## config.mk

```make
export PLATFORM = sky130hd
export DESIGN_NAME = ret_addr_stack
export DESIGN_NICKNAME = d
export VERILOG_FILES = /design/src/rtl/pc_pkg.sv /design/src/rtl/ret_addr_stack.sv
export SDC_FILE = /design/constraint.sdc
export NUM_CORES = 1
export LEC_CHECK = 0
export CORE_MARGIN = 2
export CORE_UTILIZATION = 35
export CTS_CLUSTER_SIZE = 14
export DETAILED_ROUTE_END_ITERATION = 12
export PLACE_DENSITY_LB_ADDON = 0.25
export REMOVE_ABC_BUFFERS = 1
export SYNTH_ARGS = -nofsm -noshare
export SYNTH_HDL_FRONTEND = slang
export SYNTH_SLANG_ARGS = --single-unit
```

## constraint.sdc

```tcl
create_clock -name clk -period 1.8 [get_ports clk]
set_input_delay 0.18 -clock clk [delete_from_list [all_inputs] [get_ports clk]]
set_output_delay 0.18 -clock clk [all_outputs]
set_load 0.02 [all_outputs]
```

## src/rtl/pc_pkg.sv

```systemverilog
// Constants and types shared by the program counter and the return-address stack.
package pc_pkg;

    localparam int INSTR_ADDR_SIZE = 6;
    localparam int RET_STACK_DEPTH = 8;

    typedef logic [INSTR_ADDR_SIZE-1:0] instr_addr_t;

endpackage : pc_pkg

```

## src/rtl/ret_addr_stack.sv

```systemverilog
// LIFO of return addresses for the PC: call pushes instr_addr + 1, ret pops, and the
// top entry is read combinationally so the PC loads it at the same edge as ret.
import pc_pkg::*;

module ret_addr_stack #(
    parameter int INSTR_ADDR_SIZE = pc_pkg::INSTR_ADDR_SIZE,
    parameter int DEPTH           = pc_pkg::RET_STACK_DEPTH,
    parameter int CW              = $clog2(DEPTH + 1)
) (
    input  logic                       clk,
    input  logic                       rst,
    input  logic                       call,
    input  logic                       ret,
    input  logic [INSTR_ADDR_SIZE-1:0] instr_addr,
    output logic [INSTR_ADDR_SIZE-1:0] ret_addr,
    output logic                       empty,
    output logic                       full,
    output logic                       overflow,
    output logic                       underflow,
    output logic [CW-1:0]              dbg_count
);

    // Handshake: call and ret are single-cycle strobes with no backpressure. Each is
    // consumed at the clk rise where it is high; call wins when both are high, and
    // an illegal push/pop leaves the stack untouched and sets a sticky flag instead.

    localparam int W = INSTR_ADDR_SIZE;

    logic [W-1:0]  entry_q [DEPTH];
    logic [W-1:0]  entry_d [DEPTH];
    logic [CW-1:0] count_q;
    logic [CW-1:0] count_d;
    logic          overflow_q;
    logic          overflow_d;
    logic          underflow_q;
    logic          underflow_d;
    logic [W-1:0]  push_val;

    assign empty     = (count_q == '0);
    assign full      = (count_q == CW'(DEPTH));
    assign overflow  = overflow_q;
    assign underflow = underflow_q;
    assign dbg_count = count_q;
    assign push_val  = instr_addr + W'(1);

    // Read mux selects entry[count-1]; an empty stack reads as zero.
    always_comb begin
        ret_addr = '0;
        for (int i = 0; i < DEPTH; i++) begin
            if (CW'(i + 1) == count_q) begin
                ret_addr = entry_q[i];
            end
        end
    end

    always_comb begin
        count_d     = count_q;
        overflow_d  = overflow_q;
        underflow_d = underflow_q;
        for (int i = 0; i < DEPTH; i++) begin
            entry_d[i] = entry_q[i];
        end

        if (call) begin
            if (full) begin
                overflow_d = 1'b1;
            end else begin
                for (int i = 0; i < DEPTH; i++) begin
                    if (CW'(i) == count_q) begin
                        entry_d[i] = push_val;
                    end
                end
                count_d = count_q + CW'(1);
            end
        end else if (ret) begin
            if (empty) begin
                underflow_d = 1'b1;
            end else begin
                count_d = count_q - CW'(1);
            end
        end
    end

    always_ff @(posedge clk or negedge rst) begin
        if (!rst) begin
            count_q     <= '0;
            overflow_q  <= 1'b0;
            underflow_q <= 1'b0;
            for (int i = 0; i < DEPTH; i++) begin
                entry_q[i] <= '0;
            end
        end else begin
            count_q     <= count_d;
            overflow_q  <= overflow_d;
            underflow_q <= underflow_d;
            for (int i = 0; i < DEPTH; i++) begin
                entry_q[i] <= entry_d[i];
            end
        end
    end

endmodule : ret_addr_stack

```

==> run summary, run 1 <==
GRT Util Overall -> 18.5%
Tmin final -> 2.20 ns
Core Region -> 7330 µm²
Synth top area share -> 50.5%
unique cell type count in the Yosys netlist -> 37
Die Ht -> 91.4 µm
vias in the first global route -> 2399
Yosys reg bits -> 54
pwr dens -> 1910 nW/µm²
Port Buf Inserts -> 23
io pins -> 24
yosys warns -> 0
status -> finished, violations left
Synth area leader -> dfrtp_1
Die Area -> 8360 µm²
count leader, synth -> nand2_1
crit path kind -> register to output port
Worst EP required -> 1.62 ns
CTS H-tree lvls -> 2
final hold vios -> 0
Cell Area, Synth -> 2680 µm²
Iter 0 DRT Violations -> 115
RSZ-0062 raised after global routing -> yes
met3 Use GR -> 2.32%
largest net degree at the start of global routing -> 55
clk root buf -> clkbuf_8
hpwl dp -> 5.00 mm
leakage power -> 1.67 nW
crit start category -> register
DRT Wirelength -> 7.35 mm
final non-filler cell total -> 459
GR Util met2 -> 29.7%
Final Setup Violations -> 11
clock buffer depth -> 2
max cap viols -> 0
ratio of final minimum period to clock period -> 122%
Tightest Pin Transition -> 0.772 ns
initial antenna violation count -> 0
sequential share of the synthesized area -> 50.5%
RePlAce Congestion -> 0.847
Avg Inst Size Synth -> 8.95 µm²
CTS tree -> built
Design Area, Final -> 3820 µm²
DRC errors left -> 0
Peak Freq -> 455 MHz
Nets -> 374
ant diodes -> 0
CTS Buf Count -> 5
synth top area cells -> dfrtp_1 50%, o21ai_0 9.0%, nand2_1 8.8%
DR WL/cell -> 16.0 µm
Std-Cell Rows -> 31
global route hottest layer -> met2
Most used DFF post-synth -> dfrtp_1
CTS Sinks -> 54
Tightest Hold Check Type -> input port to async pin
Synth async-reset ratio -> 100%
failing checks -> setup timing
maximum vdd drop -> 0.735 mV
Area Growth Syn to Fin -> 42.7%
max_slew headroom -> 48.1%
Die Width -> 91.4 µm
WP data arrival -> 2.02 ns
Post-Synthesis Cells -> 299
Final Slew Violations -> 0
crit path capture type -> output port
DP Area -> 3260 µm²
final setup margin -> -0.397 ns
clock transition at the registers of the reported paths -> 0.09 ns
layout cell share with drive strength beyond 1 -> 35.3%
router iterations before antenna repair -> 4
Post-synth EDFFs -> 0
DP Cell Count -> 441
Overflow after GRT -> 0
vias per cell -> 5.13
ANT nets after route -> 0
Commonest cells post-synth -> 63 x nand2_1, 54 x dfrtp_1, 48 x o21ai_0
WHS -> 0.387 ns
CP max FO -> 8
first-pass GRT wire length -> 12.3 mm
Overall Power -> 7.29 mW
GR Util met1 -> 26.0%
Initial Util -> 36.5%
Clock Skew -> 0.00372 ns
vias -> 2354
Worst-Skew Late Latency -> 0.31 ns
area by class of cell:
| cell class | count | area [µm²] |
|---|---|---|
| flip-flops and latches | 54 | 1350 |
| well taps | 99 | 124 |
| clock inverters | 1 | 5.00 |
| repair buffers | 75 | 714 |
| clock buffers | 7 | 86.3 |
| multi-input cells | 216 | 1510 |
| inverters | 7 | 28.8 |
| fillers | 658 | 3510 |
critical path, stage by stage (launching register included):
cell       delay, ns
dfrtp_1         0.42
buf_6           0.15
ha_4            0.17
buf_12          0.14
a2111oi_4       0.35
o32ai_2         0.13
a22o_1          0.22
buf_6           0.14
per-stage QoR:
step                setup TNS (ns)  worst slack (ns)  utilization, %
global placement             -3.50            -0.551            44.5
detailed placement           -3.79            -0.586            44.5
floorplan                    -2.18            -0.363               -
finish                       -2.57            -0.397            52.1
CTS                          -2.39            -0.389            49.2
global route                 -3.64            -0.483            52.1
final timing paths:
kind | from | endpoint | slack (ns) | depth (start not counted)
max | dbg_count[1]$_DFFE_PN0P_ | ret_addr[4] | -0.40 | 7
min | rst | entry_q[24]$_DFFE_PN0P_ | 0.39 | 3
max reg2reg | dbg_count[0]$_DFFE_PN0P_ | dbg_count[0]$_DFFE_PN0P_ | -0.06 | 9
min reg2reg | overflow$_DFFE_PN0P_ | overflow$_DFFE_PN0P_ | 0.46 | 1
max in group asynchronous | rst | entry_q[35]$_DFFE_PN0P_ | 1.16 | 3
min in group clk | overflow$_DFFE_PN0P_ | overflow$_DFFE_PN0P_ | 0.46 | 1
placed cells by master, fill, tap and decap left out, types with 4 or more instances in the layout:
cell type	count
nor2_1	10
o22ai_2	4
nand3_1	8
a221oi_2	5
mux2_2	4
clkbuf_8	6
o21ai_0	37
clkdlybuf4s50_1	13
nor3_1	7
buf_6	10
buf_4	40
a21oi_1	9
xor2_1	6
dfrtp_1	54
ha_4	4
a21oi_2	5
o21ai_2	8
nand2_1	59
registers in the layout, indices dropped and copies added, names as in the netlist:
name	cells
dbg_count	4
entry_q	48
underflow	1
overflow	1
layer usage:
metal / part of all wire, % / wire length, µm / vias up
met3: 2.4 / 176 / 11
met5: 0 / 0 / -
li1: - / - / 1160
met1: 47 / 3440 / 1149
met2: 49 / 3620 / 34
met4: 1.6 / 120 / 0
repair_timing:
| item | 4_1_cts | 5_1_grt |
|---|---|---|
| cloned | 1 | 0 |
| gates resized for setup | 97 | 40 |
| hold buffers | 1 | 0 |
| buffers inserted | 4 | 4 |
| pin swaps | 16 | 18 |
| setup endpoints to repair | 12 | 28 |
| hold endpoints to repair | 54 | 0 |
where the power goes:
group | switching (mW) | internal (mW) | leakage, nW
combinational | 2.28 | 2.14 | 0.953
sequential | 0.384 | 1.79 | 0.665
clock | 0.391 | 0.311 | 0.0482
total | 3.05 | 4.24 | 1.67
logic make-up after synthesis:
kind of cell / Yosys count / synth area share, %
fa+ha+maj: 5 / 2.34
xor+xnor: 9 / 2.95
simple gates: 105 / 16.9
buf+inv: 29 / 4.82
mux: 6 / 2.43
flops: 54 / 50.5
compound gates: 91 / 20.1
Note: power is estimated with default switching activity, not from simulation.
==> run 2, diff against run 1 <==
==> constraint.sdc (replaced) <==
create_clock -name clk -period 1.8 [get_ports clk]
set_input_delay 0.36 -clock clk [delete_from_list [all_inputs] [get_ports clk]]
set_output_delay 0.36 -clock clk [all_outputs]
set_load 0.02 [all_outputs]
==> run summary, run 2 (same netlist as run 1, synthesis figures left out) <==
maximum vdd drop -> 0.786 mV
commonest non-fill, non-tap cell in the layout -> nand2_1
vias in the first global route -> 2285
io pins -> 24
CTS tree -> built
ratio of final minimum period to clock period -> 135%
first-pass GRT wire length -> 11.6 mm
max cap viols -> 0
GRT Util Overall -> 17.7%
router iterations before antenna repair -> 5
clock buffer depth -> 2
max_slew headroom -> 73.5%
clk root buf -> clkbuf_8
Final Slew Violations -> 0
fillers -> 689
Setup Total Neg Slack -> -4.11 ns
hpwl dp -> 5.09 mm
Tmin final -> 2.43 ns
ant diodes -> 0
layout cell share with drive strength beyond 1 -> 31.3%
Overflow after GRT -> 0
final hold vios -> 0
CTS Buf Count -> 5
crit path buf inv count -> 3
final core occ -> 49.9%
Tightest Pin Transition -> 0.397 ns
Peak Freq -> 411 MHz
Initial Util -> 36.5%
WHS -> 0.0134 ns
DP Cell Count -> 447
CTS H-tree lvls -> 2
Largest register FFs -> 48
Area Growth Syn to Fin -> 36.7%
WP data arrival -> 2.07 ns
final setup margin -> -0.633 ns
CP max FO -> 5
Die Ht -> 91.4 µm
Worst EP required -> 1.44 ns
CP max stage delay -> 0.46 ns
Die Width -> 91.4 µm
leakage power -> 1.62 nW
Die Area -> 8360 µm²
largest net degree at the start of global routing -> 55
vias per cell -> 5.12
Largest Register -> entry_q
RSZ-0062 raised after global routing -> yes
failing checks -> setup timing
DRC errors left -> 0
Clock Skew -> 0.00779 ns
CTS Sinks -> 54
DR WL/cell -> 15.6 µm
Tightest Hold Check Type -> input port to async pin
hold_buf cts -> 0
most frequent cells in the layout -> 62 x nand2_1, 52 x dfrtp_1, 46 x buf_4, 38 x o21ai_0, 13 x a21oi_1
initial antenna violation count -> 0
cell mode on critical path -> buf_6
pwr dens -> 1870 nW/µm²
Nets -> 375
final non-filler cell total -> 460
Core Region -> 7330 µm²
crit path cell chain -> buf_6 > ha_4 > buf_6 > a2111oi_4 > o32ai_2 > a22o_1 > buf_6
Crit-path slowest cell -> dfrtp_2
DRT Wirelength -> 7.19 mm
Final Setup Violations -> 8
CP delay by family, top -> compound AO/OA/AOI/OAI gates
clock transition at the registers of the reported paths -> 0.10 ns
RePlAce Congestion -> 0.826
Place WS -> -0.864 ns
status -> finished, violations left
Worst-Skew Late Latency -> 0.32 ns
crit start category -> register
Port Buf Inserts -> 23
vias -> 2355
crit path kind -> register to output port
Std-Cell Rows -> 31
ANT nets after route -> 0
crit path capture type -> output port
Iter 0 DRT Violations -> 113
run 2: metrics by stage:
step | power, mW | instance area (µm²)
detailed placement | 5.44 | 3300
CTS | 6.54 | 3550
global route | 7.30 | 3660
floorplan | 3.84 | 2570
finish | 6.83 | 3660
global placement | 5.37 | 3300
run 2: power breakdown:
part	internal, mW	switching [mW]
registers	1.79	0.385
clock network	0.310	0.424
logic	1.81	2.10
run 2: final timing paths:
path / startpoint / to / slack [ns] / cells past startpoint
worst max-delay path: dbg_count[0]$_DFFE_PN0P_ / ret_addr[4] / -0.63 / 7
worst min-delay path: rst / entry_q[24]$_DFFE_PN0P_ / 0.01 / 2
worst max register to register: dbg_count[0]$_DFFE_PN0P_ / dbg_count[0]$_DFFE_PN0P_ / 0.07 / 8
worst min register to register: overflow$_DFFE_PN0P_ / overflow$_DFFE_PN0P_ / 0.47 / 1
max in group asynchronous: rst / dbg_count[0]$_DFFE_PN0P_ / 1.54 / 2
min in group clk: overflow$_DFFE_PN0P_ / overflow$_DFFE_PN0P_ / 0.47 / 1
run 2: per-layer routing:
layer | share of wire, % | global-route usage (%) | routed length [µm] | vias to the layer above
met2 | 49 | 29.4 | 3510 | 37
met1 | 46 | 23.2 | 3330 | 1154
met5 | 0 | 0 | 0 | -
met4 | 1.2 | 6.82 | 87 | 0
li1 | - | - | - | 1157
met3 | 3.6 | 2.82 | 261 | 7
run 2: final cells by class:
type	instances	area [µm²]	share of cell area (%)
repair buffers	76	638	17.4
clock inverters	2	12.5	0.342
well taps	99	124	3.38
flip-flops and latches	54	1350	37.0
clock buffers	6	82.6	2.26
inverters	7	26.3	0.718
multi-input cells	216	1420	38.9
run 2: worst reg2reg max path, delay by kind of cell (launching register included):
| family | cells | cell delay [ns] |
|---|---|---|
| buffers and inverters | 5 | 0.60 |
| DFF | 1 | 0.46 |
| adders and majority gates | 1 | 0.16 |
| AOI/OAI and AO/OA | 1 | 0.29 |
| xor gates and xnor gates | 1 | 0.13 |
run 2: repair_timing:
item                       CTS  global route
setup endpoints to repair   12            12
gates resized for setup     87            23
setup buffers                4             0
pin swaps                   10             5
cloned                       1             0
